### config.mk
export PLATFORM = sky130hd
export DESIGN_NAME = compress_decoder_flat
export DESIGN_NICKNAME = d
export VERILOG_FILES = /design/src/rtl/compress_decoder_pkg.sv /design/src/rtl/compress_decoder_if.sv /design/src/rtl/compress_decoder_rvc_expand_comb.sv /design/src/rtl/compress_decoder.sv /design/src/flat_wrapper.sv
export SDC_FILE = /design/constraint.sdc
export NUM_CORES = 1
export LEC_CHECK = 0
export CAP_MARGIN = 30
export CORE_MARGIN = 10
export CORE_UTILIZATION = 52
export CTS_CLUSTER_DIAMETER = 120
export CTS_CLUSTER_SIZE = 30
export DETAILED_ROUTE_END_ITERATION = 8
export GPL_TIMING_DRIVEN = 1
export PLACE_DENSITY = 0.93
export SYNTH_ARGS = -nofsm -noshare
export SYNTH_HDL_FRONTEND = slang
export SYNTH_SLANG_ARGS = --single-unit
### constraint.sdc
create_clock -name clk -period 2.6 [get_ports clk]
set_clock_uncertainty 0.2 [all_clocks]
set_input_delay 0.26 -clock clk [delete_from_list [all_inputs] [get_ports clk]]
set_output_delay 0.26 -clock clk [all_outputs]
set_load 0.05 [all_outputs]
### src/rtl/compress_decoder_pkg.sv
// Shared constants and payload types for the RV32C expander.
package compress_decoder_pkg;

    localparam int unsigned XLEN  = 32;
    localparam int unsigned HLEN  = 16;
    localparam int unsigned REG_W = 5;
    localparam int unsigned OPC_W = 7;

    localparam logic [OPC_W-1:0] OPC_OP_IMM = 7'h13;
    localparam logic [OPC_W-1:0] OPC_OP     = 7'h33;
    localparam logic [OPC_W-1:0] OPC_LUI    = 7'h37;
    localparam logic [OPC_W-1:0] OPC_JAL    = 7'h6F;
    localparam logic [OPC_W-1:0] OPC_JALR   = 7'h67;
    localparam logic [OPC_W-1:0] OPC_BRANCH = 7'h63;
    localparam logic [OPC_W-1:0] OPC_LOAD   = 7'h03;
    localparam logic [OPC_W-1:0] OPC_STORE  = 7'h23;
    localparam logic [OPC_W-1:0] OPC_SYSTEM = 7'h73;

    localparam logic [2:0] F3_ADD = 3'b000;
    localparam logic [2:0] F3_SLL = 3'b001;
    localparam logic [2:0] F3_W   = 3'b010;
    localparam logic [2:0] F3_XOR = 3'b100;
    localparam logic [2:0] F3_SR  = 3'b101;
    localparam logic [2:0] F3_OR  = 3'b110;
    localparam logic [2:0] F3_AND = 3'b111;
    localparam logic [2:0] F3_BEQ = 3'b000;
    localparam logic [2:0] F3_BNE = 3'b001;

    localparam logic [6:0] F7_ZERO = 7'h00;
    localparam logic [6:0] F7_ALT  = 7'h20;

    localparam logic [XLEN-1:0] NOP_INSTR    = 32'h0000_0013;
    localparam logic [XLEN-1:0] EBREAK_INSTR = {12'h001, 5'd0, 3'b000, 5'd0, OPC_SYSTEM};

    // Expansion result of one RVC halfword.
    typedef struct packed {
        logic            illegal;
        logic [XLEN-1:0] instr;
    } rvc_exp_t;

endpackage

### src/rtl/compress_decoder_if.sv
// Instruction bus between fetch/ID and the compressed-instruction expander.
interface compress_decoder_if;

    logic                                   enable;
    logic [compress_decoder_pkg::XLEN-1:0]  instr_i;
    logic [compress_decoder_pkg::XLEN-1:0]  instr_o;
    logic                                   is_compressed_o;
    logic                                   illegal_instr_o;

    modport master (
        output enable, instr_i,
        input  instr_o, is_compressed_o, illegal_instr_o
    );

    modport slave (
        input  enable, instr_i,
        output instr_o, is_compressed_o, illegal_instr_o
    );

endinterface

### src/rtl/compress_decoder_rvc_expand_comb.sv
// Pure combinational RVC halfword -> RV32I expansion with illegal flag.
// Optional: RVC_HINT_ILLEGAL_EN makes RVC HINT encodings report illegal.
module rvc_expand_comb
    import compress_decoder_pkg::*;
(
    input  logic [HLEN-1:0] half_i,
    output rvc_exp_t        expanded_c
);

    logic [REG_W-1:0] rd;
    logic [REG_W-1:0] rs2;
    logic [REG_W-1:0] rdp;
    logic [REG_W-1:0] rs1p;
    logic             b12;
    logic [11:0]      imm6_sx;
    logic [XLEN-1:0]  instr;
    logic             illegal;

    assign rd      = half_i[11:7];
    assign rs2     = half_i[6:2];
    assign rdp     = {2'b01, half_i[4:2]};
    assign rs1p    = {2'b01, half_i[9:7]};
    assign b12     = half_i[12];
    assign imm6_sx = {{6{b12}}, b12, half_i[6:2]};

    // Decode quadrant/funct3 and rebuild the 32-bit encoding.
    always_comb begin
        instr   = NOP_INSTR;
        illegal = 1'b0;
        case (half_i[1:0])
            2'b00: begin
                case (half_i[15:13])
                    3'b000: begin
                        instr   = {2'b00, half_i[10:7], half_i[12:11], half_i[5], half_i[6], 2'b00,
                                   5'd2, F3_ADD, rdp, OPC_OP_IMM};
                        illegal = (half_i[12:5] == 8'h00);
                    end
                    3'b010: instr = {5'b0, half_i[5], half_i[12:10], half_i[6], 2'b00,
                                     rs1p, F3_W, rdp, OPC_LOAD};
                    3'b110: instr = {5'b0, half_i[5], half_i[12], rdp, rs1p, F3_W,
                                     half_i[11:10], half_i[6], 2'b00, OPC_STORE};
                    default: illegal = 1'b1;
                endcase
            end
            2'b01: begin
                case (half_i[15:13])
                    3'b000: instr = {imm6_sx, rd, F3_ADD, rd, OPC_OP_IMM};
                    3'b001: instr = {b12, half_i[8], half_i[10:9], half_i[6], half_i[7], half_i[2],
                                     half_i[11], half_i[5:3], b12, {8{b12}}, 5'd1, OPC_JAL};
                    3'b010: instr = {imm6_sx, 5'd0, F3_ADD, rd, OPC_OP_IMM};
                    3'b011: begin
                        if (rd == 5'd2) begin
                            instr = {{3{b12}}, half_i[4:3], half_i[5], half_i[2], half_i[6], 4'b0000,
                                     5'd2, F3_ADD, 5'd2, OPC_OP_IMM};
                        end else begin
                            instr = {{15{b12}}, half_i[6:2], rd, OPC_LUI};
                        end
                        illegal = ({b12, half_i[6:2]} == 6'd0);
                    end
                    3'b100: begin
                        case (half_i[11:10])
                            2'b00: begin
                                instr   = {F7_ZERO, half_i[6:2], rs1p, F3_SR, rs1p, OPC_OP_IMM};
                                illegal = b12;
                            end
                            2'b01: begin
                                instr   = {F7_ALT, half_i[6:2], rs1p, F3_SR, rs1p, OPC_OP_IMM};
                                illegal = b12;
                            end
                            2'b10: instr = {imm6_sx, rs1p, F3_AND, rs1p, OPC_OP_IMM};
                            default: begin
                                illegal = b12;
                                case (half_i[6:5])
                                    2'b00:   instr = {F7_ALT,  rdp, rs1p, F3_ADD, rs1p, OPC_OP};
                                    2'b01:   instr = {F7_ZERO, rdp, rs1p, F3_XOR, rs1p, OPC_OP};
                                    2'b10:   instr = {F7_ZERO, rdp, rs1p, F3_OR,  rs1p, OPC_OP};
                                    default: instr = {F7_ZERO, rdp, rs1p, F3_AND, rs1p, OPC_OP};
                                endcase
                            end
                        endcase
                    end
                    3'b101: instr = {b12, half_i[8], half_i[10:9], half_i[6], half_i[7], half_i[2],
                                     half_i[11], half_i[5:3], b12, {8{b12}}, 5'd0, OPC_JAL};
                    3'b110: instr = {b12, {3{b12}}, half_i[6:5], half_i[2], 5'd0, rs1p, F3_BEQ,
                                     half_i[11:10], half_i[4:3], b12, OPC_BRANCH};
                    default: instr = {b12, {3{b12}}, half_i[6:5], half_i[2], 5'd0, rs1p, F3_BNE,
                                      half_i[11:10], half_i[4:3], b12, OPC_BRANCH};
                endcase
            end
            2'b10: begin
                case (half_i[15:13])
                    3'b000: begin
                        instr   = {F7_ZERO, half_i[6:2], rd, F3_SLL, rd, OPC_OP_IMM};
                        illegal = b12;
                    end
                    3'b010: begin
                        instr   = {4'b0, half_i[3:2], b12, half_i[6:4], 2'b00, 5'd2, F3_W, rd, OPC_LOAD};
                        illegal = (rd == 5'd0);
                    end
                    3'b100: begin
                        if (!b12) begin
                            if (rs2 == 5'd0) begin
                                instr   = {12'h000, rd, F3_ADD, 5'd0, OPC_JALR};
                                illegal = (rd == 5'd0);
                            end else begin
                                instr = {F7_ZERO, rs2, 5'd0, F3_ADD, rd, OPC_OP};
                            end
                        end else if (rs2 == 5'd0) begin
                            instr = (rd == 5'd0) ? EBREAK_INSTR
                                                 : {12'h000, rd, F3_ADD, 5'd1, OPC_JALR};
                        end else begin
                            instr = {F7_ZERO, rs2, rd, F3_ADD, rd, OPC_OP};
                        end
                    end
                    3'b110: instr = {4'b0, half_i[8:7], b12, rs2, 5'd2, F3_W,
                                     half_i[11:9], 2'b00, OPC_STORE};
                    default: illegal = 1'b1;
                endcase
            end
            default: illegal = 1'b0;
        endcase
    end

`ifdef RVC_HINT_ILLEGAL_EN
    logic hint;

    // Flag HINT encodings (legal-but-no-effect forms) so they trap.
    always_comb begin
        hint = 1'b0;
        case ({half_i[15:13], half_i[1:0]})
            5'b000_01: hint = (rd == 5'd0) ? (imm6_sx != 12'd0) : (imm6_sx == 12'd0);
            5'b010_01: hint = (rd == 5'd0);
            5'b011_01: hint = (rd == 5'd0);
            5'b100_10: hint = (rs2 != 5'd0) && (rd == 5'd0);
            5'b000_10: hint = (rd == 5'd0) || ({b12, rs2} == 6'd0);
            default:   hint = 1'b0;
        endcase
    end

    assign expanded_c = '{illegal: illegal | hint, instr: instr};
`else
    assign expanded_c = '{illegal: illegal, instr: instr};
`endif

endmodule

### src/rtl/compress_decoder.sv
// Registered RV32C expander for the ID stage: pass-through for 32-bit words,
// expansion for RVC halfwords, with stall hold and synchronous reset to NOP.
// Defining RVC_HINT_ILLEGAL_EN makes hint encodings report as illegal.
module compress_decoder
    import compress_decoder_pkg::*;
(
    input  logic                    clk,
    input  logic                    resetn,
    compress_decoder_if.slave       bus
);

    rvc_exp_t        expanded_c;
    logic            is_comp_c;
    logic [XLEN-1:0] instr_d, instr_q;
    logic            is_compressed_d, is_compressed_q;
    logic            illegal_d, illegal_q;

    rvc_expand_comb u_expand (
        .half_i     (bus.instr_i[HLEN-1:0]),
        .expanded_c (expanded_c)
    );

    assign is_comp_c = (bus.instr_i[1:0] != 2'b11);

    // Select pass-through / expansion / raw-halfword; hold while stalled.
    always_comb begin
        instr_d         = instr_q;
        is_compressed_d = is_compressed_q;
        illegal_d       = illegal_q;
        if (bus.enable) begin
            if (!is_comp_c) begin
                instr_d         = bus.instr_i;
                is_compressed_d = 1'b0;
                illegal_d       = 1'b0;
            end else if (expanded_c.illegal) begin
                instr_d         = XLEN'(bus.instr_i[HLEN-1:0]);
                is_compressed_d = 1'b1;
                illegal_d       = 1'b1;
            end else begin
                instr_d         = expanded_c.instr;
                is_compressed_d = 1'b1;
                illegal_d       = 1'b0;
            end
        end
    end

    // Output registers; reset has priority over enable.
    always_ff @(posedge clk) begin
        if (!resetn) begin
            instr_q         <= NOP_INSTR;
            is_compressed_q <= 1'b0;
            illegal_q       <= 1'b0;
        end else begin
            instr_q         <= instr_d;
            is_compressed_q <= is_compressed_d;
            illegal_q       <= illegal_d;
        end
    end

    assign bus.instr_o         = instr_q;
    assign bus.is_compressed_o = is_compressed_q;
    assign bus.illegal_instr_o = illegal_q;

endmodule

### src/flat_wrapper.sv
// flat-port wrapper written by rule: the top's interface ports become plain ports
module compress_decoder_flat import compress_decoder_pkg::*;
  (clk, resetn, bus_enable, bus_instr_i, bus_instr_o, bus_is_compressed_o, bus_illegal_instr_o);
  compress_decoder_if bus_i ();
  input  logic clk;
  input  logic resetn;
  input wire logic [$bits(bus_i.enable)-1:0] bus_enable;
  input wire logic [$bits(bus_i.instr_i)-1:0] bus_instr_i;
  output wire logic [$bits(bus_i.instr_o)-1:0] bus_instr_o;
  output wire logic [$bits(bus_i.is_compressed_o)-1:0] bus_is_compressed_o;
  output wire logic [$bits(bus_i.illegal_instr_o)-1:0] bus_illegal_instr_o;
  assign bus_i.enable = bus_enable;
  assign bus_i.instr_i = bus_instr_i;
  assign bus_instr_o = bus_i.instr_o;
  assign bus_is_compressed_o = bus_i.is_compressed_o;
  assign bus_illegal_instr_o = bus_i.illegal_instr_o;
  compress_decoder u_core (.clk(clk), .resetn(resetn), .bus(bus_i));
endmodule
# Yosys cells after proc, flatten, opt, wreduce, memory -nomap -nowiden
# Index checks and enable logic that the tools add are counted.
# W data, S select, Z words.
classes:
  eq_ne: 14
  mux: 23
  n_reduce_logical: 9
op_table:
  columns: ["op", "count"]
  rows:
  - ["$pmux W32 S7", 1]
  - ["$pmux W32 S3", 2]
  - ["$pmux W28 S4", 1]
  - ["$pmux W31 S3", 1]
  - ["$pmux W30 S3", 1]
  - ["$mux W25", 3]
  - ["$mux W32", 2]
  - ["$mux W29", 1]
  - ["$mux W21", 1]
  - ["$logic_not A5 Y1", 2]
  - ["$eq A3 B3 Y1 const B", 3]
  - ["$logic_not A8 Y1", 1]
  - ["$eq A2 B1 Y1 const B", 3]
  - ["$eq A2 B2 Y1 const B", 3]
  - ["$eq A3 B2 Y1 const B", 2]
  - ["$logic_not A2 Y1", 3]
  - ["$logic_not A6 Y1", 1]
  - ["$mux W1", 6]
  - ["$eq A5 B2 Y1 const B", 1]
  - ["$pmux W1 S2", 2]
  - ["$pmux W1 S4", 1]
  - ["$eq A3 B1 Y1 const B", 1]
  - ["$logic_not A3 Y1", 1]
  - ["$pmux W1 S3", 1]
  - ["2 further kinds", 2]
word_totals:
  ff_bits: 34
  input_bits: 35
  out_inout_bits: 34
  elab_cells: 49

# Depth between registers and ports, before layout
logic_depth:
  depth_word: 8
  ltp_mapped: 9
  depth_no_buf: 6

# Modules after synthesis
# A second synthesis with hierarchy kept.
hier_totals:
  hier_cells: 485
  hier_area_um2: 3306.9
modules_own_cells:
  columns: ["mod", "n_inst", "cells_each", "area_each_um2", "seq_area_each_um2"]
  rows:
  - ["rvc_expand_comb", 1, 293, 1744.2, 0.0]
  - ["compress_decoder", 1, 192, 1562.7, 680.7]

# Worst setup path before layout
# Ideal clock, no wire load.
synth_path:
  kind: "input-to-reg"
  from: "in bus_instr_i[3]"
  to: "reg u_core.instr_q[20] (netlist: u_core.bus.instr_o[20])"
  setup_time_ns: 0.119
  arrival_time_ns: 1.960
  t_required_ns: 2.281
  slack_ns: 0.321
  cell_stages: 8
  n_path_buf: 2
  path_cell_list: "buf_2 -> or3_1 -> or3b_4 -> a221oi_4 -> or3_4 -> buf_6 -> a31oi_1 -> o221a_1"
synth_between:
  elab_chain_len: 7
  elab_cells_between_ends: 14
  classes_between: "mux (12); reduce/logical (2)"
synth_rtl:
  columns: ["element", "line", "rtl"]
  rows:
  - ["start, declared", "flat_wrapper.sv:8", "input wire logic [$bits(bus_i.instr_i)-1:0] bus_instr_i;"]
  - ["$logic_not A5 Y1", "compress_decoder_rvc_expand_comb.sv:102, compress_decoder_rvc_expand_comb.sv:108", null]
  - ["$mux W25, or another cell as far along", "compress_decoder_rvc_expand_comb.sv:102", "if (rs2 == 5'd0) begin"]
  - ["$mux W25 or $mux W1 (tied branches)", "compress_decoder_rvc_expand_comb.sv:101", "if (!b12) begin"]
  - ["$pmux W28 S4 or $pmux W1 S4 (tied branches)", "compress_decoder_rvc_expand_comb.sv:91", "case (half_i[15:13])"]
  - ["$pmux W32 S3 or $pmux W1 S3 (tied branches)", "compress_decoder_rvc_expand_comb.sv:30", "case (half_i[1:0])"]
  - ["$mux W32 *", "compress_decoder.sv:35", "end else if (expanded_c.illegal) begin"]
  - ["$mux W32 *", "compress_decoder.sv:31", "if (!is_comp_c) begin"]
  - ["end signal, assigned", "compress_decoder.sv:54", "instr_q <= instr_d;"]
  - ["end, declared", "compress_decoder.sv:14", "logic [XLEN-1:0] instr_d, instr_q;"]
# Mark *: on every way between the ends. The rest lies on a longest branch, timed or not.
# A chain may end at the register's enable or synchronous reset.

# Worst setup path after layout
layout_path:
  from: "in bus_instr_i[12]"
  to: "reg u_core.instr_q[30] (netlist: u_core.bus.instr_o[30])"
layout_between:
  elab_chain_len: 5
  elab_cells_between_ends: 13
  classes_between: "mux (11); reduce/logical (2)"
layout_rtl:
  columns: ["element", "line", "rtl"]
  rows:
  - ["$pmux W32 S3, or another cell as far along", "compress_decoder_rvc_expand_comb.sv:61", "case (half_i[11:10])"]
  - ["$pmux W32 S7, or another cell as far along", "compress_decoder_rvc_expand_comb.sv:46", "case (half_i[15:13])"]
  - ["$pmux W32 S3 or $pmux W1 S3 (tied branches)", "compress_decoder_rvc_expand_comb.sv:30", null]
  - ["$mux W32 *", "compress_decoder.sv:35", null]
  - ["$mux W32 *", "compress_decoder.sv:31", null]
# Marked as above.

==> impl_metrics.env <==
export IMPL_status="finished, violations left"
export IMPL_violations="DRC"
export IMPL_worst_skew_pair_late_latency_ps=290
export IMPL_vias_per_cell=7.20
export IMPL_firstDrtPassIters=9
export IMPL_synth_distinct_cells=67
export IMPL_fin_nets=581
export IMPL_yosysTopAreaCell="dfxtp_1"
export IMPL_final_setup_viol_count=0
export IMPL_grt_pass1_vias=4279
export IMPL_cp_arrival_ps=2480
export IMPL_yosys_top_cells_count="53 x nand2_1, 42 x o21ai_0, 40 x clkbuf_1"
export IMPL_port_buffers=68
export IMPL_synthToLayoutAreaGrowth_pct=42.9
export IMPL_synthCells=449
export IMPL_crit_fanout=10
export IMPL_endpoint_kind="flip-flop"
export IMPL_wl_met3_um=2140
export IMPL_cp_required_ps=2530
export IMPL_path_clk_slew_ps=70
export IMPL_ys_ff_latch=34
export IMPL_wl_um=14300
export IMPL_min_period_over_period_pct=98.0
export IMPL_fmax_mhz=392
export IMPL_grt_pass1_wl_um=22300
export IMPL_startpoint_type="input pin"
export IMPL_cts_tree="yes"
export IMPL_reg2reg_depth=2
export IMPL_synth_avg_cell_area_um2=6.85
export IMPL_seq_area_frac_synth_pct=22.1
export IMPL_max_cap_violations=0
export IMPL_setup_worst_path_class="input pin to flip-flop"
export IMPL_wl_met1_um=4780
export IMPL_top_layer_used="met4"
export IMPL_cts_root_buf="clkbuf_8"
export IMPL_fp_dieArea_um2=9390
export IMPL_ant_nets=0
export IMPL_dp_slack_ps=-233
export IMPL_synth_area_leaders="dfxtp_1 22%, o21ai_0 6.8%, nand2_1 6.5%, a21oi_1 6.2%, clkbuf_1 4.9%"
export IMPL_synthFlopType="dfxtp_1"
export IMPL_wl_per_cell_um=23.1
export IMPL_async_flop_share_pct=0
export IMPL_num_antenna_cells=0
export IMPL_fill_cells=359
export IMPL_synth_top_area_share_pct=22.1
export IMPL_slew_headroom_pct=60.4
export IMPL_grt_overflow_total=0
export IMPL_grt_start_max_net_pins=37
export IMPL_num_vias=4456
export IMPL_finalMaxSlewViolations=0
export IMPL_ir_worst_vdd_mv=0.548
export IMPL_drt_iter0_markers=1250
export IMPL_hold_viol=0
export IMPL_pwr_density_cell_nw_per_um2=442
export IMPL_layout_drive_gt1_share_pct=20.5
export IMPL_clockBufferDepth=2
export IMPL_design_portCount=69
export IMPL_coreArea_um2=5610
export IMPL_p_leak_nw=1.73
export IMPL_reg2reg_slack_ps=1580
export IMPL_wl_met2_um=6320
export IMPL_drc_errors=69
export IMPL_hold_path_cell_count=2
export IMPL_hp_class="flip-flop to flip-flop"
export IMPL_cts_hold_buffers=0
export IMPL_grtUsageTotal_pct=28.0
export IMPL_htreeDepth=2
export IMPL_syn_nets=484
export IMPL_tightest_slew_ps=594
export IMPL_die_x_um=96.9
export IMPL_hpwl_um=9820
export IMPL_hold_path_endpoint="u_core.bus.instr_o[5]"
export IMPL_utilization_pct=78.4
export IMPL_rows=27
export IMPL_r2r_end="u_core.bus.instr_o[10]"
export IMPL_synth_edf_count=0
export IMPL_antenna_found_initial=0
export IMPL_start_util_pct=54.8
export IMPL_synth_most_common_cell="nand2_1"
export IMPL_numCtsBuffers=5
export IMPL_synth_warnings=0
export IMPL_gp_congestion=1.25
export IMPL_synth_area_um2=3080
export IMPL_fp_dieH_um=96.9
export IMPL_cts_sinks=34
export IMPL_fin_crit_ps=2550
export IMPL_rr_startpoint="u_core.bus.instr_o[10]"
export IMPL_hold_start="u_core.bus.instr_o[5]"
export IMPL_timing_final_ws_setup_ps=51.6
[what timing repair did]
item | CTS | global route
gates resized for setup | 0 | 17
setup endpoints to repair | 0 | 12
endpoints found under the hold margin | 0 | 0
setup buffers | 0 | 2
[worst max-delay path, cell delays in order]
cell	delay, ps
clkdlybuf4s50_1	440
or3_1	400
or3b_4	410
a221oi_4	350
nor3_2	130
buf_4	210
o211ai_1	130
a31oi_1	140
[where the power goes]
group | switching (mW) | internal [mW]
clock | 0.216 | 0.384
sequential | 0.0198 | 0.556
combinational | 0.471 | 0.293
[layout make-up]
| class | instances | area, um2 | share of cell area (%) |
|---|---|---|---|
| well taps | 72 | 90.1 | 2.05 |
| flip-flops and latches | 34 | 681 | 15.5 |
| clock inverters | 3 | 68.8 | 1.57 |
| multi-input cells | 354 | 2170 | 49.4 |
| repair buffers | 145 | 1290 | 29.4 |
| clock buffers | 5 | 68.8 | 1.57 |
| inverters | 6 | 22.5 | 0.513 |
[stage by stage]
| stage | total power [mW] | hold WS (ps) | cells | TNS [ps] | instance area, um2 |
|---|---|---|---|---|---|
| 6_report | 1.94 | 282 | 619 | 0 | 4390 |
| 5_1_grt | 1.99 | 306 | 619 | -48.3 | 4390 |
| 4_1_cts | 1.89 | 283 | 617 | 0 | 4330 |
| 3_5_place_dp | 1.30 | 264 | 609 | -4670 | 4190 |
| 3_3_place_gp | 1.28 | 250 | 609 | -2730 | 4190 |
| 2_1_floorplan | 1.00 | 213 | 449 | 0 | 3080 |
[cells by family (layout without fill, tap and decap cells)]
family                 after synthesis  in the layout  share of synthesized area, %
flip-flops                          34             34                          22.1
AND/OR/NAND/NOR                    165            165                          26.9
multiplexers                         4              4                          1.30
AO/OA/AOI/OAI                      185            185                          41.4
buffers and inverters               61            159                          8.26
[layout by cell type, fill, tap and decap left out, types with 10 or more instances in the layout]
master and instances:
a21oi_1 37, dfxtp_1 34, nand3_1 20, clkdlybuf4s50_1 60
nor2_1 32, o211ai_1 10, buf_4 74, nand2_1 53
o21ai_0 42, a31oi_1 17
[sequential cells by signal, summed over array words and instances (netlist names)]
register,flops
u_core.bus.illegal_instr_o,1
u_core.bus.instr_o,32
u_core.bus.is_compressed_o,1
[per-layer routing]
metal / vias to the layer above / global-route usage, %
li1: 1873 / -
met1: 1986 / 31.5
met4: 0 / 14.2
met3: 170 / 13.3
met2: 427 / 42.9
met5: - / 0
[worst max path at each step]
stage                                from                endpoint  slack, ps  depth (start not counted)
after CTS                  bus_instr_i[5]  u_core.bus.instr_o[19]         60                          8
after floorplan            bus_instr_i[3]  u_core.bus.instr_o[20]        320                          8
after global routing       bus_instr_i[9]   u_core.bus.instr_o[7]        -30                          8
after global placement     bus_instr_i[2]  u_core.bus.instr_o[16]       -130                          8
final                     bus_instr_i[12]  u_core.bus.instr_o[30]         50                          8
after detailed placement   bus_instr_i[5]  u_core.bus.instr_o[19]       -230                          8
Power figures use the tool's default switching activity.
